===== src/rtl/counter_pkg.sv =====
// counter_pkg: shared types and register map for the counter_compare alarm stage.
package counter_pkg;
  typedef enum logic [1:0] {IDLE, ARMED, FIRED} cmp_state_t;
  localparam logic [1:0] ADDR_DEADLINE = 2'd0;
  localparam logic [1:0] ADDR_PERIOD = 2'd1;
  localparam logic [1:0] ADDR_CTRL = 2'd2;
  localparam int CTRL_EN_BIT = 0;
  localparam int CTRL_PERIODIC_BIT = 1;
endpackage


===== src/rtl/wrap_compare.sv =====
// wrap_compare: wrap-safe a >= b, valid while the distance is under half the range.
module wrap_compare #(
  parameter int W = 32
) (
  input  logic [W-1:0] i_a,
  input  logic [W-1:0] i_b,
  output logic         o_ge
);
  logic [W-1:0] w_diff;
  assign w_diff = i_a - i_b;
  assign o_ge = !w_diff[W-1];
endmodule


===== src/rtl/counter_compare.sv =====
// counter_compare: deadline/period alarm on an upstream free-running count.
// Define COUNTER_COMPARE_OVERRUN_EN to add the overrun_cnt port and counter.
module counter_compare
  import counter_pkg::*;
#(
  parameter int COUNTER_BIT_WIDTH = 32,
  parameter int OVERRUN_BIT_WIDTH = 8
) (
  input  logic                         clk,
  input  logic                         rst,
  input  logic [COUNTER_BIT_WIDTH-1:0] count_in,
  input  logic                         wr_en,
  input  logic [1:0]                   wr_addr,
  input  logic [COUNTER_BIT_WIDTH-1:0] wr_data,
  input  logic                         irq_ack,
  output logic                         irq,
  output logic                         armed,
  output logic [COUNTER_BIT_WIDTH-1:0] deadline_out
`ifdef COUNTER_COMPARE_OVERRUN_EN
  ,
  output logic [OVERRUN_BIT_WIDTH-1:0] overrun_cnt
`endif
);
  cmp_state_t r_state;
  logic [COUNTER_BIT_WIDTH-1:0] r_deadline, r_period;
  logic r_en, r_periodic, r_irq;
  logic w_hit, w_ctrl_wr, w_dl_wr, w_pd, w_fire, w_ack;
  wrap_compare #(.W(COUNTER_BIT_WIDTH)) u_cmp (
    .i_a (count_in),
    .i_b (r_deadline),
    .o_ge(w_hit)
  );
  assign w_ctrl_wr = wr_en && wr_addr == ADDR_CTRL;
  assign w_dl_wr = wr_en && wr_addr == ADDR_DEADLINE;
  assign w_pd = r_periodic && |r_period;
  // A CTRL write suppresses hit and ack processing on its edge.
  assign w_fire = !w_ctrl_wr && r_en && w_hit && (r_state == ARMED || (r_state == FIRED && w_pd));
  assign w_ack = !w_ctrl_wr && irq_ack && r_state == FIRED;
  assign irq = r_irq;
  assign armed = r_state != IDLE;
  assign deadline_out = r_deadline;
  always_ff @(posedge clk or negedge rst) begin
    if (!rst) begin
      r_state <= IDLE;
      r_deadline <= '0;
      r_period <= '0;
      r_en <= 1'b0;
      r_periodic <= 1'b0;
      r_irq <= 1'b0;
    end else begin
      if (w_dl_wr) r_deadline <= wr_data;
      else if (w_fire && w_pd) r_deadline <= r_deadline + r_period;
      if (wr_en && wr_addr == ADDR_PERIOD) r_period <= wr_data;
      if (w_ctrl_wr) begin
        r_en <= wr_data[CTRL_EN_BIT];
        r_periodic <= wr_data[CTRL_PERIODIC_BIT];
        r_state <= !wr_data[CTRL_EN_BIT] ? IDLE : r_state == IDLE ? ARMED : r_state;
        r_irq <= wr_data[CTRL_EN_BIT] && r_irq;
      end else if (w_fire) begin
        r_state <= FIRED;
        r_irq <= 1'b1;
      end else if (w_ack) begin
        r_state <= w_pd ? ARMED : IDLE;
        r_en <= w_pd;
        r_irq <= 1'b0;
      end
    end
  end
`ifdef COUNTER_COMPARE_OVERRUN_EN
  logic [OVERRUN_BIT_WIDTH-1:0] r_ovr;
  assign overrun_cnt = r_ovr;
  always_ff @(posedge clk or negedge rst) begin
    if (!rst) r_ovr <= '0;
    else if (w_ctrl_wr || (w_ack && !w_fire)) r_ovr <= '0;
    else if (w_fire && r_state == FIRED && !irq_ack && !(&r_ovr)) r_ovr <= r_ovr + 1'b1;
  end
`endif
endmodule


===== config.mk =====
export PLATFORM = sky130hd
export DESIGN_NAME = counter_compare
export DESIGN_NICKNAME = d
export VERILOG_FILES = /design/src/rtl/counter_pkg.sv /design/src/rtl/wrap_compare.sv /design/src/rtl/counter_compare.sv
export SDC_FILE = /design/constraint.sdc
export NUM_CORES = 1
export LEC_CHECK = 0
export ABC_AREA = 1
export BUFFER_PORTS_ARGS = -buffer_cell sky130_fd_sc_hd__buf_2
export CAP_MARGIN = 20
export CORE_ASPECT_RATIO = 1.5
export CORE_UTILIZATION = 23
export DETAILED_ROUTE_END_ITERATION = 6
export PLACE_DENSITY = 0.44
export SLEW_MARGIN = 10
export SYNTH_ARGS = -nofsm -noshare
export SYNTH_HDL_FRONTEND = slang
export SYNTH_SLANG_ARGS = --single-unit
export TNS_END_PERCENT = 30

===== constraint.sdc =====
create_clock -name clk -period 2.9 [get_ports clk]
set_clock_uncertainty 0.05 [all_clocks]
set_input_delay 0 -clock clk [delete_from_list [all_inputs] [get_ports clk]]
set_output_delay 0 -clock clk [all_outputs]
set_load 0.02 [all_outputs]

# Word level (Yosys, flattened, before mapping)
# Index checks and enable logic that the tools add are counted.
# W data, S select, Z words.
# word_totals
regBits	69
latch_bits	0
mem_bits_rw	0
romBits	0
input_bits	70
word_cells	52
mem_count	0
# classes
n_addsub	2
multipliers	0
div	0
magnitude_cmp	0
n_eq_ne	6
n_shift	0
n_mux	14
bitwise_logic	0
n_reduce_logical	24
# ops
op	count
$mux W32	2
$add A32 B32 Y32	1
$reduce_or A32 Y1	1
$sub A32 B32 Y32	1
$logic_and A1 B1 Y1	12
$mux W2	5
$mux W1	7
$reduce_bool A2 Y1	3
$eq A2 B1 Y1 const B	2
$eq A2 B2 Y1 const B	2
$logic_not A2 Y1	2
$reduce_and A2 Y1	2
$ne A3 B2 Y1 const B	1
$reduce_bool A3 Y1	1
$logic_not A1 Y1	2
$ne A2 B2 Y1 const B	1
$logic_or A1 B1 Y1	1

# Depth between registers and ports, before layout
# depth
word_depth	9
mapped_depth	19
depth_no_buf	18

# Modules after synthesis
# Synthesis repeated with hierarchy kept, for this count alone.
# hier_totals
cells_unflattened	1016
area_unflattened_um2	6403.6
# by_module_without_submodules
module	instances	cells_each	area_each_um2	seq_area_each_um2
counter_compare	1	860	5506.5	1726.7
wrap_compare	1	156	897.1	0.0

# Worst setup path after synthesis
# Ideal clock, no wire load.
# synth_timing
path_kind	register -> register
from	register r_deadline[0] (netlist: deadline_out[0])
to	register r_deadline[22] (netlist: deadline_out[22])
arrival_ps	2090
required_time_ps	2733
setup_slack_ps	643
stages_incl_launch_ff	18
n_path_buf	0
period_less_slack_ps	2257
path_cell_list	dfrtp_1 -> ha_1 -> inv_1 -> fa_1 -> inv_1 -> nand3_1 -> nand2_1 -> nand2_1 -> nand2_1 -> nand3_1 -> nand2_1 -> nand2_1 -> nand2_1 -> nand2_1 -> nand3_1 -> nand2_1 -> nand2_2 -> nand2_1
# synth_between
elab_chain_len	6
word_cells_on_any_way	9
classes_between	2 x add/sub; 2 x mux; 5 x reduce/logical
# synth_lines
item	line_no	text
from (decl)	counter_compare.sv:25	logic [COUNTER_BIT_WIDTH-1:0] r_deadline, r_period;
from (signal assigned)	counter_compare.sv:51	if (w_dl_wr) r_deadline <= wr_data;
from (signal assigned)	counter_compare.sv:52	else if (w_fire && w_pd) r_deadline <= r_deadline + r_period;
$sub A32 B32 Y32	wrap_compare.sv:10	assign w_diff = i_a - i_b;
$logic_not A1 Y1	wrap_compare.sv:11	assign o_ge = !w_diff[W-1];
$logic_and A1 B1 Y1 (2 in series)	counter_compare.sv:37	assign w_fire = !w_ctrl_wr && r_en && w_hit && (r_state == ARMED || (r_state == FIRED && w_pd));
$logic_and A1 B1 Y1	counter_compare.sv:52	
$reduce_bool A2 Y1 (no source line)	-	
# Several ways; a longest one is shown, not always the timed one. The select of a mux whose other input is x is not followed.
# A chain may end at the register's enable or synchronous reset.

# Final worst setup path
# layout_timing
from	register r_deadline[30] (netlist: deadline_out[30])
to	register r_deadline[9] (netlist: deadline_out[9])
# layout_between
elab_chain_len	6
# layout_lines
item	line_no
$sub A32 B32 Y32	wrap_compare.sv:10
$logic_not A1 Y1	wrap_compare.sv:11
$logic_and A1 B1 Y1 (2 in series)	counter_compare.sv:37
$logic_and A1 B1 Y1	counter_compare.sv:52
$reduce_bool A2 Y1 (no source line)	-
# Every way passes these cells.

==> impl_metrics.sql <==
INSERT INTO impl_metrics (metric_group, metric, value, unit) VALUES
('timing', 'timing.setup.tns', '0', 'ns'),
('floorplanning', 'pin_count', '104', ''),
('drt', 'detail_route.wl_per_cell', '14.4', 'um'),
('pwr', 'p_leak', '0.00432', 'uW'),
('placement', 'post-place-ws', '0.103', 'ns'),
('finish', 'antennaDiodeCount', '0', ''),
('drt', 'routed_via_density', '4.35', ''),
('critical_path', 'path_max_fanout', '32', ''),
('critical_path', 'start_kind', 'flop', ''),
('synthesis', 'synth-xor-area-share', '2.25', '%'),
('flow_run', 'drv.max_cap_violation_count', '0', ''),
('critical_path', 'critPathArrivalTime', '2.82', 'ns'),
('clocking', 'path_clk_slew', '0.06', 'ns'),
('global_routing', 'grt_start_max_net_pins', '49', ''),
('critical_path', 'critical_path_required', '3.13', 'ns'),
('global_routing', 'antenna_found_initial', '0', ''),
('placement', 'dp.final_hpwl', '17.0', 'mm'),
('synthesis', 'synth_compound_gate_area_share', '9.25', '%'),
('synthesis', 'synth_instances', '965', ''),
('synthesis', 'syn-mean-instance-area', '6.46', 'um2'),
('finish', 'design_area', '0.00784', 'mm2'),
('drt', 'detailedRoute.firstPassIterationCount', '4', ''),
('synthesis', 'synth_adder_area_share', '12.6', '%'),
('timing', 'relSlewSlack', '39.8', '%'),
('clocking', 'cts_buffers', '9', ''),
('timing', 'grt_setup_unrepaired', 'false', ''),
('critical_path', 'timing.setup.critical_path_class', 'flop to flop', ''),
('floorplanning', 'dieArea', '0.0278', 'mm2'),
('pwr', 'ir_worst_vdd', '0.000328', 'V'),
('synthesis', 'synth-main-ff-cell', 'dfrtp_1', ''),
('drt', 'drt_iter0_drc', '190', ''),
('synthesis', 'number_of_enable_type_register_cells_in_the_synthesized_netlist', '0', ''),
('critical_path', 'rrSetupSlack', '0.31', 'ns'),
('synthesis', 'muxShareOfSynthArea', '2.89', '%'),
('placement', 'placedInstanceArea', '0.00719', 'mm2'),
('synthesis', 'synth_async_sr_flop_share', '100', '%'),
('clocking', 'insertion_delay', '0.35', 'ns'),
('global_routing', 'globalRoute.totalOverflow', '0', ''),
('clocking', 'clk_path_buf_depth', '2', ''),
('placement', 'dp.cells', '1397', ''),
('synthesis', 'syn_nets', '1097', ''),
('timing', 'fmax', '386', 'MHz'),
('synthesis', 'area_fraction_in_and_or_nand_and_nor_cells_after_synthesis', '34.5', '%'),
('worst_hold_path', 'worst_hold_path_type', 'input pin to flop', ''),
('floorplanning', 'chipWidth', '136', 'um'),
('floorplanning', 'core_area', '0.0266', 'mm2'),
('floorplanning', 'vert_die_dim', '204', 'um'),
('timing', 'timing_hold_violations_final', '0', ''),
('synthesis', 'synth_cell_types', '30', ''),
('floorplanning', 'number_of_core_rows', '73', ''),
('finish', 'final_net_count', '1236', ''),
('drt', 'postRouteWirelength', '20.8', 'mm'),
('timing', 'drv_slew', '0', ''),
('timing', 'setup_viol', '0', ''),
('drt', 'remaining_routing_drc_violations', '0', ''),
('timing', 'tightestPinTransition', '0.903', 'ns'),
('global_routing', 'grt_usage', '15.7', '%'),
('pwr', 'power.density', '914', 'mW/mm2'),
('synthesis', 'synthesis.area', '0.00623', 'mm2'),
('finish', 'drive_gt1_share', '15.0', '%'),
('drt', 'vias', '6287', ''),
('drt', 'antenna_left', '0', ''),
('finish', 'layoutNonFillerInstCount', '1446', ''),
('critical_path', 'critPathCaptureType', 'flop', ''),
('timing', 'final.min_clock_period', '2.59', 'ns'),
('status', 'result_of_the_run', 'complete, no violations', ''),
('floorplanning', 'initial_core_util', '23.5', '%'),
('global_routing', 'grt_pass1_vias', '6233', ''),
('placement', 'finalWeightedCongestion', '0.872', ''),
('synthesis', 'synth_sequential_area_ratio', '27.7', '%'),
('synthesis', 'number_of_warnings_reported_in_the_yosys_synthesis_log', '0', ''),
('worst_hold_path', 'whs_path_depth', '5', ''),
('synthesis', 'synth_top_family_by_area', 'simple AND/OR/NAND/NOR gates', ''),
('timing', 'final_min_period_over_clock_period', '89.4', '%'),
('clocking', 'numClockSinks', '69', ''),
('global_routing', 'first_pass_grt_wire_length', '32.7', 'mm'),
('placement', 'buffers_added_on_ports', '103', ''),
('critical_path', 'r2r.worst_path.cells', '13', ''),
('clocking', 'tritoncts', 'built', ''),
('finish', 'areaGrowthSynthToFinish', '25.7', '%'),
('pwr', 'totalPowerFinal', '7170', 'uW'),
('timing', 'fin_ws', '0.309', 'ns'),
('synthesis', 'synth_seq_cells', '69', ''),
('clocking', 'cts.htree.levels', '3', ''),
('clocking', 'clock-root-buffer', 'clkbuf_16', '');
[cell type report]
cell class                      instances  area, um2
Tap cell                              337        422
Timing Repair Buffer                  148        961
Inverter                              152        571
Sequential cell                        69       1730
Clock inverter                          4       45.0
Fill cell                            3031      18700
Clock buffer                           12        267
Multi-Input combinational cell        724       3850
[Yosys cell counts, types with 3 or more instances]
cell type  instances  share of area, %
nand2_1          332                20
inv_1            151               9.1
nand3_1           79               6.3
nor2_1            70               4.2
dfrtp_1           69                28
ha_1              61                12
o21ai_0           60               4.8
a21oi_1           46               3.7
mux2_2            16               2.9
xnor2_1           14               2.0
nand2_2           11               1.1
nand4_1           11               1.1
clkbuf_1          10              0.60
nor3_1             6              0.48
buf_1              4              0.24
buf_2              3              0.24
nand3b_1           3              0.36
o21bai_1           3              0.36
[what timing repair did]
item,4_1_cts,5_1_grt
hold endpoints to repair,97,0
endpoints found under the setup margin,0,32
gates resized for setup,0,2
hold buffers,33,0
setup buffers,0,0
[cells by family (layout without fill, tap and decap cells)]
group	after synthesis	in the layout
flip-flops	69	69
adder cells (fa/ha/maj)	62	62
AND/OR/NAND/NOR	518	518
buffers and inverters	172	316
XOR/XNOR	16	16
multiplexers	16	16
AO/OA/AOI/OAI	112	112
[cell usage in the layout (no fill, tap or decap), types with 14 or more instances in the layout]
| master | count |
|---|---|
| dlygate4sd3_1 | 33 |
| mux2_2 | 16 |
| nand3_1 | 78 |
| nor2_1 | 69 |
| o21ai_0 | 60 |
| dfrtp_1 | 69 |
| buf_2 | 103 |
| ha_1 | 61 |
| nand2_1 | 332 |
| a21oi_1 | 46 |
| xnor2_1 | 14 |
| inv_1 | 151 |
[power by group]
part | internal (uW) | total (uW) | switching (uW)
clock | 731 | 1150 | 421
combinational | 1620 | 4390 | 2770
sequential | 1280 | 1630 | 349
[critical path, stage by stage (launching register included)]
cell     delay [ns]
dfrtp_1        0.44
inv_1          0.07
ha_1           0.29
a21o_1         0.18
nor2_1         0.16
nand2_1        0.12
a21oi_1        0.30
nand3_1        0.14
nand2_2        0.15
nand3_4        0.15
nand2_4        0.10
buf_12         0.22
nand2_1        0.08
nand2_1        0.06
[per-layer routing]
layer / up-vias / share of wire, % / GRT usage [%]
met4: 0 / 1.8 / 5.40
met5: - / 0 / 0
li1: 3332 / - / -
met2: 72 / 56 / 31.0
met3: 19 / 2.4 / 2.09
met1: 2864 / 40 / 16.5
[through the flow]
stage               utilization [%]  hold WS, ns
finish                         29.5       0.0517
global route                   29.5        0.124
CTS                            29.5       0.0529
detailed placement             27.1        0.132
global placement               27.1        0.134
floorplan                         -       -0.346
[final timing paths]
kind,end,start
setup reg to reg,deadline_out[9]$_DFFE_PN0P_,deadline_out[30]$_DFFE_PN0P_
max in group asynchronous,r_en$_DFFE_PN0P_,rst
hold reg to reg,r_en$_DFFE_PN0P_,r_en$_DFFE_PN0P_
hold / removal,r_en$_DFFE_PN0P_,irq_ack
setup / recovery,deadline_out[9]$_DFFE_PN0P_,deadline_out[30]$_DFFE_PN0P_
min in group asynchronous,r_period[15]$_DFFE_PN0P_,rst
[flip-flops by register name (all words and copies together), names as in the netlist]
signal        count
deadline_out     32
irq               1
r_en              1
r_period         32
r_periodic        1
r_state           2
Note: power is estimated with default switching activity, not from simulation.
